[config.mk]
export PLATFORM = sky130hd
export DESIGN_NAME = packed_port_unpacker
export DESIGN_NICKNAME = d
export VERILOG_FILES = /design/src/rtl/packed_port_unpacker.sv
export SDC_FILE = /design/constraint.sdc
export NUM_CORES = 1
export LEC_CHECK = 0
export ABC_AREA = 1
export CAP_MARGIN = 20
export CORE_ASPECT_RATIO = 1.25
export CORE_MARGIN = 2
export CORE_UTILIZATION = 57
export CTS_CLUSTER_DIAMETER = 60
export CTS_CLUSTER_SIZE = 40
export DETAILED_ROUTE_END_ITERATION = 16
export PLACE_DENSITY = 0.83
export SYNTH_ARGS = -nofsm -noshare
export SYNTH_HDL_FRONTEND = slang
export SYNTH_SLANG_ARGS = --single-unit
[constraint.sdc]
create_clock -name clk -period 3.4 [get_ports clk]
set_clock_uncertainty 0.05 [all_clocks]
set_input_delay 1.02 -clock clk [delete_from_list [all_inputs] [get_ports clk]]
set_output_delay 1.02 -clock clk [all_outputs]
set_load 0.05 [all_outputs]
[src/rtl/packed_port_unpacker.sv]
// packed_port_unpacker
// Reassembles a 12-bit word {b[10:0], c} from a framed stream of 4-bit beats
// (MSB beat first, first beat flagged by in_sof) and queues finished words in
// a first-word-fall-through FIFO with a valid/ready output.
//
// Optional feature macro: UNPACK_PARITY_EN
//   When defined, a fourth beat follows each word; its bit 0 carries even
//   parity over the 12 data bits. Words with bad parity are dropped and err
//   pulses. When undefined, a word completes on its third beat.
//
// state     | meaning
// ----------+-----------------------------------------------------------
// S_IDLE    | waiting for a beat flagged as start-of-frame
// S_COLLECT | beat0 held, r_cnt (1..2) beats of the word received so far
// S_PARITY  | all three data beats held, waiting for the parity beat
//           | (only with UNPACK_PARITY_EN)

module packed_port_unpacker #(
  parameter int DEPTH = 2
) (
  input  logic        clk,
  input  logic        rst_n,
  input  logic        in_valid,
  output logic        in_ready,
  input  logic        in_sof,
  input  logic [3:0]  in_data,
  output logic        out_valid,
  input  logic        out_ready,
  output logic [10:0] out_b,
  output logic        out_c,
  output logic        err
);

  localparam int AW = (DEPTH > 1) ? $clog2(DEPTH) : 1;
  localparam int CW = $clog2(DEPTH + 1);

  typedef enum logic [1:0] {
    S_IDLE    = 2'd0,
`ifdef UNPACK_PARITY_EN
    S_COLLECT = 2'd1,
    S_PARITY  = 2'd2
`else
    S_COLLECT = 2'd1
`endif
  } state_t;

  state_t      r_state;
  logic [1:0]  r_cnt;
  logic [3:0]  r_beat0;
  logic [3:0]  r_beat1;
`ifdef UNPACK_PARITY_EN
  logic [3:0]  r_beat2;
`endif
  logic        r_err;

  logic [11:0] r_mem [DEPTH];
  logic [AW-1:0] r_wr_ptr;
  logic [AW-1:0] r_rd_ptr;
  logic [CW-1:0] r_count;
  logic          r_out_valid;

  logic          w_full;
  logic          w_accept;
  logic          w_push;
  logic          w_pop;
  logic          w_bad;
  logic [11:0]   w_word;
  logic [11:0]   w_head;
  logic [CW-1:0] w_count_nxt;

  // in_ready uses the pre-pop full flag so a word is only ever assembled
  // into a slot that is already known to be free.
  assign w_full   = (r_count == CW'(DEPTH));
  assign in_ready = !w_full;
  assign w_accept = in_valid && !w_full;
  assign w_pop    = r_out_valid && out_ready;

  // Decode the accepted beat: framing/parity errors and word completion.
  always_comb begin
    w_push = 1'b0;
    w_bad  = 1'b0;
    w_word = {r_beat0, r_beat1, in_data};
    if (w_accept) begin
      case (r_state)
        S_IDLE: begin
          if (!in_sof) w_bad = 1'b1;
        end
        S_COLLECT: begin
          if (in_sof) begin
            w_bad = 1'b1;
          end else if (r_cnt == 2'd2) begin
`ifndef UNPACK_PARITY_EN
            w_push = 1'b1;
`endif
          end
        end
`ifdef UNPACK_PARITY_EN
        S_PARITY: begin
          w_word = {r_beat0, r_beat1, r_beat2};
          if (in_sof) begin
            w_bad = 1'b1;
          end else if (in_data[0] != (^{r_beat0, r_beat1, r_beat2})) begin
            w_bad = 1'b1;
          end else begin
            w_push = 1'b1;
          end
        end
`endif
        default: begin
          w_bad = 1'b0;
        end
      endcase
    end
  end

  // Frame-assembly FSM; a sof beat always restarts the word as beat0.
  always_ff @(posedge clk or negedge rst_n) begin
    if (!rst_n) begin
      r_state <= S_IDLE;
      r_cnt   <= 2'd0;
      r_beat0 <= 4'd0;
      r_beat1 <= 4'd0;
`ifdef UNPACK_PARITY_EN
      r_beat2 <= 4'd0;
`endif
      r_err   <= 1'b0;
    end else begin
      r_err <= w_bad;
      if (w_accept) begin
        if (in_sof) begin
          r_beat0 <= in_data;
          r_cnt   <= 2'd1;
          r_state <= S_COLLECT;
        end else begin
          case (r_state)
            S_COLLECT: begin
              if (r_cnt == 2'd1) begin
                r_beat1 <= in_data;
                r_cnt   <= 2'd2;
              end else begin
`ifdef UNPACK_PARITY_EN
                r_beat2 <= in_data;
                r_state <= S_PARITY;
`else
                r_state <= S_IDLE;
`endif
                r_cnt   <= 2'd0;
              end
            end
            default: begin
              r_state <= S_IDLE;
              r_cnt   <= 2'd0;
            end
          endcase
        end
      end
    end
  end

  // Next occupancy: a simultaneous push and pop leaves it unchanged.
  always_comb begin
    w_count_nxt = r_count;
    if (w_push && !w_pop) begin
      w_count_nxt = r_count + 1'b1;
    end else if (w_pop && !w_push) begin
      w_count_nxt = r_count - 1'b1;
    end
  end

  // FIFO pointers, occupancy and the registered valid flag.
  always_ff @(posedge clk or negedge rst_n) begin
    if (!rst_n) begin
      r_wr_ptr    <= '0;
      r_rd_ptr    <= '0;
      r_count     <= '0;
      r_out_valid <= 1'b0;
    end else begin
      if (w_push) begin
        r_wr_ptr <= (r_wr_ptr == AW'(DEPTH - 1)) ? '0 : r_wr_ptr + 1'b1;
      end
      if (w_pop) begin
        r_rd_ptr <= (r_rd_ptr == AW'(DEPTH - 1)) ? '0 : r_rd_ptr + 1'b1;
      end
      r_count     <= w_count_nxt;
      r_out_valid <= (w_count_nxt != '0);
    end
  end

  // FIFO storage; contents are don't-care while the slot is unoccupied.
  always_ff @(posedge clk) begin
    if (w_push) begin
      r_mem[r_wr_ptr] <= w_word;
    end
  end

  // Head is forced to zero when the FIFO is empty.
  assign w_head    = r_out_valid ? r_mem[r_rd_ptr] : 12'd0;
  assign out_valid = r_out_valid;
  assign out_b     = w_head[11:1];
  assign out_c     = w_head[0];
  assign err       = r_err;

endmodule
After elaboration in Yosys (flattened, before gate mapping)
Memory sizes are Yosys's and may differ from the RTL's.
Index checks and enable logic that the tools add are counted.

word-level totals
  flip-flop bits (word level) = 18
  latch bits = 0
  RAM bits = 24
  bits in read-only memories = 0
  logic and storage cells = 53
  memories kept = 1

cells by class
  $add $sub $neg = 4
  $mul = 0
  div/mod/pow operators = 0
  $lt $le $gt $ge = 0
  equality and inequality tests = 5
  shifts and indexed selects = 0
  muxes and demuxes = 21
  bitwise operators = 1
  reduce and logical (&&, ||, !) cells = 12

memories
  name   words  bits a word  rd ports  clocked after memory_dff  wr ports  line  text
  r_mem  2      12           1         0                         1         56    logic [11:0] r_mem [DEPTH];

operators by type and width
  operator                                             count
  2-to-1 mux 2 bit                                     8
  2-to-1 mux 12 bit                                    1
  2-to-1 mux 1 bit                                     11
  equality test 2 x 1 -> 1 bit, second input constant  2
  equality test 2 bit, second input constant           2
  logical AND 1 bit                                    4
  AND reduction 2 bit                                  2
  AND reduction 4 bit                                  1
  logical NOT 1 bit                                    3
  != test 3 bit, second input constant                 1
  adder 1 bit, second input constant                   2
  adder 2 x 1 -> 2 bit, second input constant          1
  logical NOT 2 bit                                    1
  one-hot mux 1 bit (2 select lines)                   1
  nonzero test 2 bit                                   1
  subtractor 2 x 1 -> 2 bit, second input constant     1
  NOT 1 bit                                            1

Logic depth before layout (Yosys ltp)
Gate-level depths: netlist of run 1.

  word-level depth = 10
  depth in mapped cells = 10

Worst setup path after synthesis of run 1
Ideal clock, no wire load.

  kind = reg-to-output
  start point = register r_out_valid (netlist: out_valid)
  end point = output port out_b[10]
  arrival time = 1666 ps
  required time = 2330 ps
  slack = 664 ps
  cell stages (with the launch flop) = 4
  buffers on the path = 1
  cell sequence = dfrtp_1 clkbuf_1 o21ai_0 nor2_1

on the way
  word-level cells in the longest chain between the ends = 1

ends and longest elaborated chain
  item                    line  text
  start, declared         60    logic r_out_valid;
  start signal, assigned  185   r_out_valid <= (w_count_nxt != '0);
  2-to-1 mux 12 bit       197   assign w_head = r_out_valid ? r_mem[r_rd_ptr] : 12'd0;
  end, declared           29    output logic [10:0] out_b,

Every way passes these cells.

Final worst setup path of run 1
  start point = register r_rd_ptr
  end point = output port out_b[8]

on the way
  word-level cells in the longest chain between the ends = 2

ends and longest elaborated chain
  item                    line  text
  start, declared         58    logic [AW-1:0] r_rd_ptr;
  start signal, assigned  182   r_rd_ptr <= (r_rd_ptr == AW'(DEPTH - 1)) ? '0 : r_rd_ptr + 1'b1;
  memory (2 x 12 bit)     n/a
  2-to-1 mux 12 bit       197

Every way passes these cells.

==> results of run 1 <==
==> state kept, by name, indices dropped and copies added (netlist names) <==
register / flops
r_beat0: 4
r_mem: 24
r_state: 1
r_count: 2
r_beat1: 4
r_cnt: 2
r_rd_ptr: 1
out_valid: 1
err: 1
r_wr_ptr: 1
==> metrics by stage <==
step | area, µm² | total power, mW | cells | util (%)
finish | 2043 | 1.810 | 209 | 70.69
global route | 2043 | 1.921 | 209 | 70.69
CTS | 2031 | 1.821 | 209 | 70.26
detailed placement | 1977 | 1.590 | 201 | 68.40
global placement | 1977 | 1.552 | 201 | 68.40
floorplan | 1699 | 1.325 | 143 | -
==> logic make-up after synthesis <==
kind of cell    Yosys count
flops                    41
mux                       4
compound gates           19
buf+inv                  19
simple gates             56
xor+xnor                  2
fa+ha+maj                 2
==> worst register-to-register path, stage by stage, from the launching register on <==
cell	delay [ns]
dfrtp_1	0.37
inv_1	0.06
ha_1	0.23
nor2_4	0.17
nand3_4	0.12
nor2_1	0.12
buf_4	0.22
==> final cells by class <==
cell class | count | area (µm²)
clock inverters | 3 | 16.27
inverters | 16 | 63.81
repair buffers | 25 | 252.7
clock buffers | 5 | 37.54
fillers | 211 | 847.1
well taps | 36 | 45.04
multi-input cells | 83 | 480.5
flip-flops and latches | 41 | 1147
==> worst max-delay path by stage <==
stage                            to  depth (start not counted)
after floorplan           out_b[10]                          3
after global routing       out_b[9]                          4
after CTS                  out_b[8]                          4
after global placement        out_c                          4
after detailed placement   out_b[8]                          4
final                      out_b[8]                          4
==> per-layer routing <==
metal	GRT usage (%)	part of all wire, %
met1	23.41	40
met2	35.31	55
met3	7.604	4.3
met4	5.769	0.78
met5	0	0
==> power groups by stage <==
| stage | Combinational [mW] | Clock (mW) | Sequential [mW] |
|---|---|---|---|
| after global placement | 0.822 | 0 | 0.731 |
| after floorplan | 0.596 | 0 | 0.729 |
| after detailed placement | 0.845 | 0 | 0.745 |
| final | 0.838 | 0.232 | 0.740 |
| after CTS | 0.849 | 0.240 | 0.733 |
| after global routing | 0.901 | 0.266 | 0.754 |
==> cell usage in the layout (no fill, tap or decap), types with 3 or more instances in the layout <==
cell type,netlist,final
a21oi_1,3,3
clkbuf_4,0,5
clkdlybuf4s50_1,0,20
dfrtp_1,17,16
dlymetal6s2s_1,0,3
edfxtp_1,24,24
inv_1,15,14
nand2_1,10,10
nand3_1,3,3
nor2_1,29,29
nor2_2,4,4
nor2_4,3,3
o21ai_0,15,15
==> reports/results.ini, run 1 <==
[run_status]
status = completed

[timing]
worst_slew_pin_slew_ns = 0.7826
rsz0062_at_grt = false
max_freq_mhz = 319.1
tns_ns = 0
hold-worst-slack_ns = 0.4457
final.setup.worst_slack_ns = 0.2661
fin_crit_sh_pct = 92.17
period_minus_slack_ns = 3.134
relSlewSlack_pct = 47.66
hold_viol_final = 0
slew_violations = 0
setup_viol = 0

[setup_path]
cpMostUsedCell = nor2_1
critPathKind = register to primary output
r2r_end = r_mem[0][9]
r2r-start = r_count[0]
reg2reg_depth = 6
crit_arrival_ns = 2.06
critPathBufInv = 2
r2r_setup_slack_ns = 1.75
critical_path_required_ns = 2.33
path_max_fanout = 13
critPathSlowestCell = clkdlybuf4s50_1
cpPeakStageDelay_ns = 0.81
cp-end-kind = primary output
startpoint = r_rd_ptr
cp_top_family = buffers and inverters
crit_chain = clkinvlp_4 -> nor2_1 -> nor2_1 -> clkdlybuf4s50_1
crit_path_start_kind = register

[synth]
synth_top_area_share_pct = 42.42
synth.most_common_cell = nor2_1
synth_fa_ha_area_share_pct = 1.473
synth_area_um2 = 1699
synth_xor_area_share_pct = 1.031
muxShareOfSynthArea_pct = 3.093
synthTopCellsByArea = edfxtp_1 (42%), dfrtp_1 (25%), nor2_1 (6.4%)
ys_ff_latch = 41
synth_area_leader_cell = edfxtp_1
synth_edf_count = 24
syn_inst = 143
ys_types = 24
syn_area_per_cell_um2 = 11.88
syn-num-nets = 154
synthSimpleGateAreaFrac_pct = 17.01
ys_async_sr_fraction_pct = 41.46
synth_top_family_by_area = simple AND/OR/NAND/NOR gates
synth_commonest_cells = nor2_1 (29), edfxtp_1 (24), dfrtp_1 (17), inv_1 (15), o21ai_0 (15)
yosysSeqAreaShare_pct = 67.45
synth_compound_area_share_pct = 5.670
ys_warn_count = 0
ys.flop_type = edfxtp_1

[clock_tree]
tritoncts.num_buffers = 5
cts_sinks = 41
insertion_delay_ns = 0.35
postCtsHoldBufs = 0
clk_pin_slew_ns = 0.12
clockRootBuffer = clkbuf_4
clk_path_buf_depth = 2
cts_tree = built
cts-resized-gates = 0
cts_setup_buffers = 0
cts_max_level = 2

[placed_design]
dp_hpwl_um = 2179
io_buffers = 23
globalplace.congestion = 0.7380
pre_cts_ws_ns = 0.4444

[floorplanning]
core_area_um2 = 2890
die-area_um2 = 3436
num_rows = 22
die_w_um = 52.84
initial_utilization_pct = 58.79
io_pins = 24
die_y_um = 65.04

[power]
max-vdd-ir-drop_mv = 0.5636
power.leakage_nw = 0.8722
power.internal_mw = 1.000
power_frac_seq_pct = 40.9
power_density_nw_per_um2 = 885.9
power_frac_comb_pct = 46.3
switching_share_pct = 44.73
netSwitchingPower_mw = 0.8096
pwr-share-clk_pct = 12.8

[drt]
drc = 0
ant_nets = 0
wl_per_cell_um = 14.12
first_iter_violations = 30
num_vias = 1089
drt_wl_total_um = 2951
vias_per_cell = 5.211
first_pass_iters = 4

[hold_path]
worstHoldStart = r_beat1[3]
hold_depth = 0
hold_path_end = r_mem[0][7]
hold_path_class = register to register

[grt]
track_usage_pct = 20.49
grt_pass1_vias = 1139
grt_overflow = 0
grt_pass1_wl_um = 4981
grt_max_degree = 18
grt_antenna_before_repair = 0

[finish]
drive_gt1_share_pct = 16.76
syn2layout_area_growth_pct = 20.25
diodes = 0
nNetsFinal = 183

[run]
drv_cap = 0

(Power assumes the default switching activity.)
==> run 2: changes to the inputs <==
--- a/config.mk
+++ b/config.mk
@@ -6,7 +6,6 @@
 export NUM_CORES = 1
 export LEC_CHECK = 0
 export ABC_AREA = 1
-export CAP_MARGIN = 20
 export CORE_ASPECT_RATIO = 1.25
 export CORE_MARGIN = 2
 export CORE_UTILIZATION = 57
@@ -14,6 +13,7 @@
 export CTS_CLUSTER_SIZE = 40
 export DETAILED_ROUTE_END_ITERATION = 16
 export PLACE_DENSITY = 0.83
+export SKIP_CTS_REPAIR_TIMING = 1
 export SYNTH_ARGS = -nofsm -noshare
 export SYNTH_HDL_FRONTEND = slang
 export SYNTH_SLANG_ARGS = --single-unit
==> results of run 2 <==
The final DEF is identical to that of run 1; final timing and power are the same.
